[src/rtl/alu_arbiter_pkg.sv]
// Shared types for the ALU arbiter: the ALU opcode enums, the request bundle
// and the arbiter state encoding.
package alu_arbiter_pkg;

  localparam int DATA_W = 32;

  typedef enum logic [6:0] {
    F7_DEFAULT = 7'b0000000,
    F7_NEG     = 7'b0100000
  } alu_funct7_e;

  // 3'b001 is deliberately absent: the ALU answers it with 0.
  typedef enum logic [2:0] {
    F3_ADD  = 3'b000,
    F3_SLT  = 3'b010,
    F3_SLTU = 3'b011,
    F3_XOR  = 3'b100,
    F3_SR   = 3'b101,
    F3_OR   = 3'b110,
    F3_AND  = 3'b111
  } alu_funct3_e;

  typedef struct packed {
    logic [DATA_W-1:0] op1;
    logic [DATA_W-1:0] op2;
    alu_funct7_e       funct7;
    alu_funct3_e       funct3;
  } alu_req_t;

  typedef enum logic {
    IDLE = 1'b0,
    RESP = 1'b1
  } arb_state_e;

  function automatic int unsigned idx_w(input int unsigned n);
    return (n <= 2) ? 1 : $clog2(n);
  endfunction

endpackage

[src/rtl/alu_arbiter_if.sv]
// Requester-side request/response channels of the ALU arbiter, one lane per
// requester; the slave modport is the arbiter's view.
interface alu_arbiter_if
  import alu_arbiter_pkg::*;
#(
  parameter int NUM_REQ = 2
);

  logic        [NUM_REQ-1:0]             req_valid_i;
  logic        [NUM_REQ-1:0]             req_ready_o;
  logic        [NUM_REQ-1:0][DATA_W-1:0] req_op1_i;
  logic        [NUM_REQ-1:0][DATA_W-1:0] req_op2_i;
  alu_funct7_e [NUM_REQ-1:0]             req_funct7_i;
  alu_funct3_e [NUM_REQ-1:0]             req_funct3_i;
  logic        [NUM_REQ-1:0]             rsp_valid_o;
  logic        [NUM_REQ-1:0]             rsp_ready_i;
  logic        [DATA_W-1:0]              rsp_result_o;

  modport slave (
    input  req_valid_i, req_op1_i, req_op2_i, req_funct7_i, req_funct3_i, rsp_ready_i,
    output req_ready_o, rsp_valid_o, rsp_result_o
  );

  modport master (
    output req_valid_i, req_op1_i, req_op2_i, req_funct7_i, req_funct3_i, rsp_ready_i,
    input  req_ready_o, rsp_valid_o, rsp_result_o
  );

endinterface

[src/rtl/alu_arbiter_rr_arbiter.sv]
// Combinational round-robin picker: first set request at or after ptr,
// wrapping modulo N, reported as a one-hot grant plus its index.
module rr_arbiter #(
  parameter int N     = 2,
  parameter int IDX_W = 1
) (
  input  logic [N-1:0]     req,
  input  logic [IDX_W-1:0] ptr,
  input  logic             en,
  output logic [N-1:0]     gnt,
  output logic [IDX_W-1:0] gnt_idx,
  output logic             gnt_vld
);

  always_comb begin
    int               cand;
    logic [IDX_W-1:0] cidx;
    gnt     = '0;
    gnt_idx = '0;
    gnt_vld = 1'b0;
    cand    = 0;
    cidx    = '0;
    if (en) begin
      for (int off = 0; off < N; off++) begin
        cand = int'(ptr) + off;
        if (cand >= N) cand = cand - N;
        cidx = IDX_W'(cand);
        if (!gnt_vld && req[cidx]) begin
          gnt[cidx] = 1'b1;
          gnt_idx   = cidx;
          gnt_vld   = 1'b1;
        end
      end
    end
  end

endmodule

[src/rtl/alu_arbiter.sv]
// Round-robin sharing of one combinational ALU between NUM_REQ requesters with
// a registered, owner-tagged result. Define ALU_ARB_STATS_EN for grant counters.
module alu_arbiter
  import alu_arbiter_pkg::*;
#(
  parameter int NUM_REQ = 2,
  parameter int CNT_W   = 16
) (
  input  logic              clk_i,
  input  logic              rst_ni,
  alu_arbiter_if.slave      req_if,
  output logic [DATA_W-1:0] alu_operand_1_o,
  output logic [DATA_W-1:0] alu_operand_2_o,
  output alu_funct7_e       alu_funct7_o,
  output alu_funct3_e       alu_funct3_o,
  input  logic [DATA_W-1:0] alu_result_i
`ifdef ALU_ARB_STATS_EN
  ,
  output logic [NUM_REQ-1:0][CNT_W-1:0] grant_cnt_o
`endif
);

  localparam int IDX_W = idx_w(NUM_REQ);

  if (NUM_REQ < 2 || NUM_REQ > 8 || CNT_W < 1) begin : g_bad_params
    $error("alu_arbiter: NUM_REQ must be 2..8 and CNT_W at least 1");
  end

  arb_state_e        state_q, state_d;
  logic [IDX_W-1:0]  owner_q, rr_ptr_q;
  logic [DATA_W-1:0] result_p1;
  logic              free;
  logic [NUM_REQ-1:0] gnt;
  logic [IDX_W-1:0]  gnt_idx;
  logic              gnt_vld;
  alu_req_t          alu_req;

  function automatic logic [IDX_W-1:0] next_ptr(input logic [IDX_W-1:0] g);
    return (g == IDX_W'(NUM_REQ - 1)) ? '0 : g + 1'b1;
  endfunction

  // The slot frees up in the same cycle the owner consumes its response,
  // which is what allows one operation per cycle. Reset also blocks grants.
  assign free = rst_ni && ((state_q == IDLE) || req_if.rsp_ready_i[owner_q]);

  rr_arbiter #(
    .N     (NUM_REQ),
    .IDX_W (IDX_W)
  ) u_rr (
    .req     (req_if.req_valid_i),
    .ptr     (rr_ptr_q),
    .en      (free),
    .gnt     (gnt),
    .gnt_idx (gnt_idx),
    .gnt_vld (gnt_vld)
  );

  // p0: granted request steers the ALU; idle drive yields a zero result
  always_comb begin
    alu_req = '{op1: '0, op2: '0, funct7: F7_DEFAULT, funct3: F3_ADD};
    if (gnt_vld) begin
      alu_req.op1    = req_if.req_op1_i[gnt_idx];
      alu_req.op2    = req_if.req_op2_i[gnt_idx];
      alu_req.funct7 = req_if.req_funct7_i[gnt_idx];
      alu_req.funct3 = req_if.req_funct3_i[gnt_idx];
    end
  end

  assign alu_operand_1_o = alu_req.op1;
  assign alu_operand_2_o = alu_req.op2;
  assign alu_funct7_o    = alu_req.funct7;
  assign alu_funct3_o    = alu_req.funct3;

  always_ff @(posedge clk_i or negedge rst_ni) begin
    if (!rst_ni) begin
      state_q  <= IDLE;
      owner_q  <= '0;
      rr_ptr_q <= '0;
    end else begin
      state_q <= state_d;
      if (gnt_vld) begin
        owner_q  <= gnt_idx;
        rr_ptr_q <= next_ptr(gnt_idx);
      end
    end
  end

  always_comb begin
    state_d = state_q;
    case (state_q)
      IDLE:    if (gnt_vld) state_d = RESP;
      RESP: begin
        if (gnt_vld)                          state_d = RESP;
        else if (req_if.rsp_ready_i[owner_q]) state_d = IDLE;
      end
      default: state_d = IDLE;
    endcase
  end

  always_comb begin
    req_if.req_ready_o = gnt;
    req_if.rsp_valid_o = '0;
    if (state_q == RESP) req_if.rsp_valid_o[owner_q] = 1'b1;
  end

  // p1: registered ALU result, held until its owner consumes it
  always_ff @(posedge clk_i or negedge rst_ni) begin
    if (!rst_ni)      result_p1 <= '0;
    else if (gnt_vld) result_p1 <= alu_result_i;
  end

  assign req_if.rsp_result_o = result_p1;

`ifdef ALU_ARB_STATS_EN
  logic [NUM_REQ-1:0][CNT_W-1:0] cnt_q;

  function automatic logic [CNT_W-1:0] sat_inc(input logic [CNT_W-1:0] v);
    return (&v) ? v : v + 1'b1;
  endfunction

  always_ff @(posedge clk_i or negedge rst_ni) begin
    if (!rst_ni) begin
      cnt_q <= '0;
    end else begin
      for (int i = 0; i < NUM_REQ; i++) begin
        if (gnt[i]) cnt_q[i] <= sat_inc(cnt_q[i]);
      end
    end
  end

  assign grant_cnt_o = cnt_q;
`endif

endmodule

[src/flat_wrapper.sv]
// flat-port wrapper written by rule: the top's interface ports become plain ports
module alu_arbiter_flat import alu_arbiter_pkg::*;
#(
  parameter int NUM_REQ = 2,
  parameter int CNT_W   = 16
)
  (clk_i, rst_ni, alu_operand_1_o, alu_operand_2_o, alu_funct7_o, alu_funct3_o, alu_result_i, req_if_req_valid_i, req_if_req_op1_i, req_if_req_op2_i, req_if_req_funct7_i, req_if_req_funct3_i, req_if_rsp_ready_i, req_if_req_ready_o, req_if_rsp_valid_o, req_if_rsp_result_o);
  alu_arbiter_if #(.NUM_REQ(NUM_REQ)) req_if_i ();
  input  logic clk_i;
  input  logic rst_ni;
  output logic [DATA_W-1:0] alu_operand_1_o;
  output logic [DATA_W-1:0] alu_operand_2_o;
  output alu_funct7_e alu_funct7_o;
  output alu_funct3_e alu_funct3_o;
  input  logic [DATA_W-1:0] alu_result_i;
  input wire logic [$bits(req_if_i.req_valid_i)-1:0] req_if_req_valid_i;
  input wire logic [$bits(req_if_i.req_op1_i)-1:0] req_if_req_op1_i;
  input wire logic [$bits(req_if_i.req_op2_i)-1:0] req_if_req_op2_i;
  input wire logic [$bits(req_if_i.req_funct7_i)-1:0] req_if_req_funct7_i;
  input wire logic [$bits(req_if_i.req_funct3_i)-1:0] req_if_req_funct3_i;
  input wire logic [$bits(req_if_i.rsp_ready_i)-1:0] req_if_rsp_ready_i;
  output wire logic [$bits(req_if_i.req_ready_o)-1:0] req_if_req_ready_o;
  output wire logic [$bits(req_if_i.rsp_valid_o)-1:0] req_if_rsp_valid_o;
  output wire logic [$bits(req_if_i.rsp_result_o)-1:0] req_if_rsp_result_o;
  assign req_if_i.req_valid_i = req_if_req_valid_i;
  assign req_if_i.req_op1_i = req_if_req_op1_i;
  assign req_if_i.req_op2_i = req_if_req_op2_i;
  assign req_if_i.req_funct7_i = req_if_req_funct7_i;
  assign req_if_i.req_funct3_i = req_if_req_funct3_i;
  assign req_if_i.rsp_ready_i = req_if_rsp_ready_i;
  assign req_if_req_ready_o = req_if_i.req_ready_o;
  assign req_if_rsp_valid_o = req_if_i.rsp_valid_o;
  assign req_if_rsp_result_o = req_if_i.rsp_result_o;
  alu_arbiter #(.NUM_REQ(NUM_REQ), .CNT_W(CNT_W)) u_core (.clk_i(clk_i), .rst_ni(rst_ni), .req_if(req_if_i), .alu_operand_1_o(alu_operand_1_o), .alu_operand_2_o(alu_operand_2_o), .alu_funct7_o(alu_funct7_o), .alu_funct3_o(alu_funct3_o), .alu_result_i(alu_result_i));
endmodule
[config.mk]
export PLATFORM = sky130hd
export DESIGN_NAME = alu_arbiter_flat
export DESIGN_NICKNAME = d
export VERILOG_FILES = /design/src/rtl/alu_arbiter_pkg.sv /design/src/rtl/alu_arbiter_if.sv /design/src/rtl/alu_arbiter_rr_arbiter.sv /design/src/rtl/alu_arbiter.sv /design/src/flat_wrapper.sv
export SDC_FILE = /design/constraint.sdc
export NUM_CORES = 1
export LEC_CHECK = 0
export ABC_AREA = 1
export CAP_MARGIN = 20
export CORE_AREA = 3 3 112 114
export CTS_BUF_LIST = sky130_fd_sc_hd__clkbuf_8
export CTS_CLUSTER_DIAMETER = 50
export CTS_CLUSTER_SIZE = 8
export DETAILED_ROUTE_END_ITERATION = 6
export DIE_AREA = 0 0 115 117
export PLACE_DENSITY = 0.83
export REMOVE_ABC_BUFFERS = 1
export SLEW_MARGIN = 40
export SYNTH_ARGS = -nofsm -noshare
export SYNTH_HDL_FRONTEND = slang
export SYNTH_SLANG_ARGS = --single-unit
[constraint.sdc]
create_clock -name clk_i -period 2.65 [get_ports clk_i]
set_input_delay 0.3975 -clock clk_i [delete_from_list [all_inputs] [get_ports clk_i]]
set_output_delay 0.3975 -clock clk_i [all_outputs]
set_load 0.02 [all_outputs]
Word-level counts from Yosys, hierarchy flattened
Index checks and enable logic that the tools add are counted.
{"block": "op_classes", "addsub": 4, "magnitude_cmp": 9, "mux": 42, "n_bitwise": 2, "n_reduce_logical": 7}
{"op": "$mux 32", "n": 4}
{"op": "$mux 74", "n": 1}
{"op": "$mux 1", "n": 24}
{"op": "$mux 7", "n": 2}
{"op": "$mux 2", "n": 5}
{"op": "$lt 1x2->1 const B", "n": 4}
{"op": "$mux 3", "n": 2}
{"op": "$logic_and 1x1->1", "n": 5}
{"op": "$demux 1 s1", "n": 3}
{"op": "$ge 1x1->1 const B", "n": 3}
{"op": "$add 1x1->2 const B", "n": 1}
{"op": "$ge 1x2->1 const B", "n": 1}
{"op": "$ge 2x2->1 const B", "n": 1}
{"op": "$or 2x2->2", "n": 1}
{"op": "$pmux 1 s2", "n": 1}
{"op": "$sub 1x1->1 const B", "n": 2}
{"op": "$add 1x1->1 const B", "n": 1}
{"op": "$logic_not 1->1", "n": 1}
{"op": "$logic_or 1x1->1", "n": 1}
{"op": "$not 1->1", "n": 1}
{"block": "totals", "ff_bits": 35, "inputBits": 186, "out_inout_bits": 110, "word_cells": 68}

Longest topological paths before layout
{"block": "depth", "depth_word": 16, "depth_mapped": 7, "depth_no_buf": 6}

Cells and area by module
Synthesis repeated with hierarchy kept, for this count alone.
{"block": "unflattened", "cells_unflattened": 409, "area_unflattened_um2": 2473.6}
{"mod": "alu_arbiter", "n_inst": 1, "cells_each": 402, "area_each_um2": 2443.6, "seq_area_each_um2": 875.8}
{"mod": "rr_arbiter", "n_inst": 1, "cells_each": 7, "area_each_um2": 30.0, "seq_area_each_um2": 0.0}

Worst setup path before layout
OpenSTA, ideal clock, no wires.
{"block": "synth_timing", "path_type": "input-to-output", "startpoint": "in req_if_req_valid_i[0]", "endpoint": "out alu_funct7_o[0]", "arrival_ns": 1.135, "t_required_ns": 2.253, "setup_slack_ns": 1.118, "stages": 5, "path_buffers": 1, "cell_sequence": "inv_1 -> a21oi_2 -> clkbuf_1 -> nand4_1 -> nand2_1"}
{"block": "synth_between", "elab_chain_len": 11}
{"element": "start, declared", "line_no": "flat_wrapper.sv:16", "rtl": "input wire logic [$bits(req_if_i.req_valid_i)-1:0] req_if_req_valid_i;"}
{"element": "$mux 1 (not written as such) (2 in series)", "line_no": "alu_arbiter_rr_arbiter.sv:28", "rtl": "if (!gnt_vld && req[cidx]) begin"}
{"element": "$mux 1", "line_no": "alu_arbiter_rr_arbiter.sv:28"}
{"element": "$mux 1", "line_no": "alu_arbiter_rr_arbiter.sv:23", "rtl": "if (en) begin"}
{"element": "$logic_not 1->1", "line_no": "alu_arbiter_rr_arbiter.sv:28"}
{"element": "$logic_and 1x1->1", "line_no": "alu_arbiter_rr_arbiter.sv:28"}
{"element": "$mux 1", "line_no": "alu_arbiter_rr_arbiter.sv:28"}
{"element": "$mux 1", "line_no": "alu_arbiter_rr_arbiter.sv:23"}
{"element": "$mux 7 (not written as such) (2 in series)", "line_no": "alu_arbiter.sv:64", "rtl": "alu_req.funct7 = req_if.req_funct7_i[gnt_idx];"}
{"element": "$mux 74 *", "line_no": "alu_arbiter.sv:61", "rtl": "if (gnt_vld) begin"}
{"element": "end, declared", "line_no": "flat_wrapper.sv:13", "rtl": "output alu_funct7_e alu_funct7_o;"}
Every way passes the cells marked *; elsewhere a longest branch is shown, timed or not. The select of a mux whose other input is x is not followed.

Worst setup path after layout
{"block": "layout_timing", "startpoint": "in req_if_req_valid_i[1]", "endpoint": "out alu_operand_1_o[6]"}
{"block": "layout_between", "elab_chain_len": 11}
{"element": "$mux 1 (not written as such) (2 in series)", "line_no": "alu_arbiter_rr_arbiter.sv:28"}
{"element": "$mux 1", "line_no": "alu_arbiter_rr_arbiter.sv:28"}
{"element": "$mux 1", "line_no": "alu_arbiter_rr_arbiter.sv:23"}
{"element": "$logic_not 1->1", "line_no": "alu_arbiter_rr_arbiter.sv:28"}
{"element": "$logic_and 1x1->1", "line_no": "alu_arbiter_rr_arbiter.sv:28"}
{"element": "$mux 1", "line_no": "alu_arbiter_rr_arbiter.sv:28"}
{"element": "$mux 1", "line_no": "alu_arbiter_rr_arbiter.sv:23"}
{"element": "$mux 32 (not written as such) (2 in series)", "line_no": "alu_arbiter.sv:62", "rtl": "alu_req.op1 = req_if.req_op1_i[gnt_idx];"}
{"element": "$mux 74 *", "line_no": "alu_arbiter.sv:61"}
{"element": "end, declared", "line_no": "flat_wrapper.sv:11", "rtl": "output logic [DATA_W-1:0] alu_operand_1_o;"}
Marked as above.

==> impl_metrics.json <==
{
  "synth_area_um2": 3030,
  "clock_path_buffers": 2,
  "status": "complete, no violations",
  "cts_inserted_buffers": 5,
  "yosys-top-cells-area": "nand4_1 (37%), dfrtp_1 (29%), nand2_1 (18%)",
  "place_congestion": 0.895,
  "drc": 0,
  "drt_iter0_drc": 280,
  "portBuffers": 295,
  "worst_pin_slew_ns": 0.384,
  "rsz0062_at_grt": "no",
  "maxCapViolations": 0,
  "grt_pass1_wl_mm": 21.3,
  "grt_overflow": 0,
  "r2r_setup_slack_ns": 0.85,
  "final_hold_viol_count": 0,
  "core_area_um2": 11500,
  "yosys_register_bits": 35,
  "die_area_um2": 13500,
  "holdWs_ns": 0.317,
  "r2r_cells": 9,
  "antenna_found_initial": 0,
  "relSlewSlack": 0.744,
  "synth_largest_area_cell": "nand4_1",
  "antennaDiodeCount": 0,
  "netlist_top_cells_count": "nand4_1 (180), nand2_1 (147), dfrtp_1 (35), buf_2 (15), buf_4 (15)",
  "pre_cts_slack_ns": -0.0405,
  "num_vias": 4439,
  "synth.most_common_cell": "nand4_1",
  "worst_slack_ns": 0.226,
  "cp-start-kind": "input pin",
  "path_clk_slew_ns": 0.07,
  "postCtsHoldBufs": 0,
  "drive_above_1_share": 0.0552,
  "timing.rr.end": "u_core.req_if.rsp_result_o[18]",
  "track_usage": 0.197,
  "yosys_warnings": 0,
  "worstPathRequired_ns": 2.25,
  "die_h_um": 117,
  "final_nets": 892,
  "fill_cells": 1066,
  "crit_arrival_ns": 2.03,
  "synth-edff-count": 0,
  "hpwlAfterDp_mm": 10.8,
  "detail_route.vias_per_cell": 5.23,
  "postSynthCellCount": 439,
  "synth-async-reset-ratio": 1.00,
  "cts_tree": "yes",
  "fin_crit_ns": 2.42,
  "path_max_fanout": 40,
  "clkLatencyLatePin_ns": 0.28,
  "area_growth_pct": 105,
  "placed_area_um2": 6090,
  "firstDrtPassIters": 4,
  "syn_avg_cell_area_um2": 6.91,
  "ioPinCount": 296,
  "grt_pass1_vias": 3993,
  "initial_core_util": 0.263,
  "finalCritPeriodShare": 0.915,
  "wl_per_cell_um": 16.8,
  "drv_slew": 0,
  "fmax_ghz": 0.413,
  "ant_nets": 0,
  "critical_path_class": "input pin to output pin",
  "reg2reg_from": "u_core.owner_q",
  "fin_area_um2": 6220,
  "setup_violations": 0,
  "cellPowerDensity_nw_per_um2": 661,
  "cts.sinks": 35,
  "leakage_nw": 3.48,
  "synthFlopType": "dfrtp_1",
  "critPathCaptureType": "output pin",
  "hold_path_class": "input pin to async pin",
  "htree_num_levels": 2,
  "wl_mm": 14.3,
  "grt_max_degree": 57,
  "rows": 39,
  "synth_top_area_share": 0.371,
  "die_x_um": 115,
  "ys_seq_area_frac": 0.289,
  "root_buffer": "clkbuf_8",
  "irDropWorstVdd_mv": 0.326,
  "clock_skew_ns": 0.00326,
  "synth_cell_types": 13
}
## timing repair
action | 4_1_cts | 5_1_grt
setup buffers | 0 | 0
endpoints found under the hold margin | 0 | 0
resized for setup | 39 | 37
setup endpoints to repair | 39 | 37
## area by class of cell
| class | instances | area, um2 | share of cell area |
|---|---|---|---|
| Multi-Input combinational cell | 334 | 1750 | 0.281 |
| Timing Repair Buffer | 322 | 3300 | 0.530 |
| Sequential cell | 35 | 876 | 0.141 |
| Clock buffer | 6 | 82.6 | 0.0133 |
| Clock inverter | 1 | 5.00 | 0.000804 |
| Tap cell | 143 | 179 | 0.0287 |
| Inverter | 8 | 30.0 | 0.00482 |
## worst max path at each step
stage	slack [ns]	end	startpoint
floorplan	-1.14	u_core.state_q	u_core.owner_q
global placement	-0.005	alu_operand_1_o[6]	req_if_req_valid_i[1]
detailed placement	-0.04	alu_operand_2_o[18]	req_if_req_valid_i[1]
CTS	0.001	alu_funct3_o[0]	req_if_req_valid_i[1]
global route	0.11	alu_operand_1_o[6]	req_if_req_valid_i[1]
finish	0.23	alu_operand_1_o[6]	req_if_req_valid_i[1]
## flip-flops by register name, indices dropped and copies added, names as in the netlist
signal,flops
u_core.req_if.rsp_result_o,32
u_core.owner_q,1
u_core.rr_ptr_q,1
u_core.state_q,1
## layout by cell type, fill, tap and decap left out
| cell | instances |
|---|---|
| dfrtp_1 | 35 |
| nand4_1 | 180 |
| nand3_1 | 2 |
| inv_1 | 8 |
| dlymetal6s2s_1 | 37 |
| nand3_4 | 1 |
| buf_12 | 8 |
| nand2_1 | 147 |
| nor2_1 | 1 |
| dlygate4sd2_1 | 39 |
| clkbuf_8 | 6 |
| nand3_2 | 1 |
| clkinv_2 | 1 |
| clkdlybuf4s50_1 | 218 |
| buf_6 | 1 |
| buf_4 | 19 |
| a21oi_4 | 2 |
## worst max-delay path, cell delays in order
cell             delay, ns
clkdlybuf4s50_1       0.53
inv_1                 0.10
a21oi_4               0.19
buf_12                0.23
nand4_1               0.11
nand2_1               0.10
dlygate4sd2_1         0.35
## power by group
part / leakage (nW) / internal, mW / total, mW / switching, mW
Combinational: 3.00 / 1.24 / 2.84 / 1.60
Sequential: 0.431 / 0.754 / 0.884 / 0.130
Clock: 0.0470 / 0.204 / 0.387 / 0.183
## logic make-up after synthesis
kind of cell           after synthesis  share of synthesized area
and+or+nand+nor                    332                      0.564
buffers and inverters               70                      0.141
DFF                                 35                      0.289
AOI/OAI and AO/OA                    2                    0.00578
## per-layer routing
metal,global-route usage,vias to the layer above,share of wire
met3,0.0473,22,0.080
met2,0.338,193,0.51
met1,0.249,2070,0.39
met4,0.0477,0,0.020
met5,0,-,0
li1,-,2154,-
## metrics by stage
step                instances  power, mW   util  setup TNS [ns]
floorplan                 377       2.19      -          -89.42
global placement          842       3.81  0.529        -0.00624
detailed placement        842       3.84  0.529          -0.328
CTS                       849       4.17  0.532               0
global route              849       4.40  0.541               0
finish                    849       4.11  0.541               0
No activity file was read; power rests on OpenSTA's default activity.
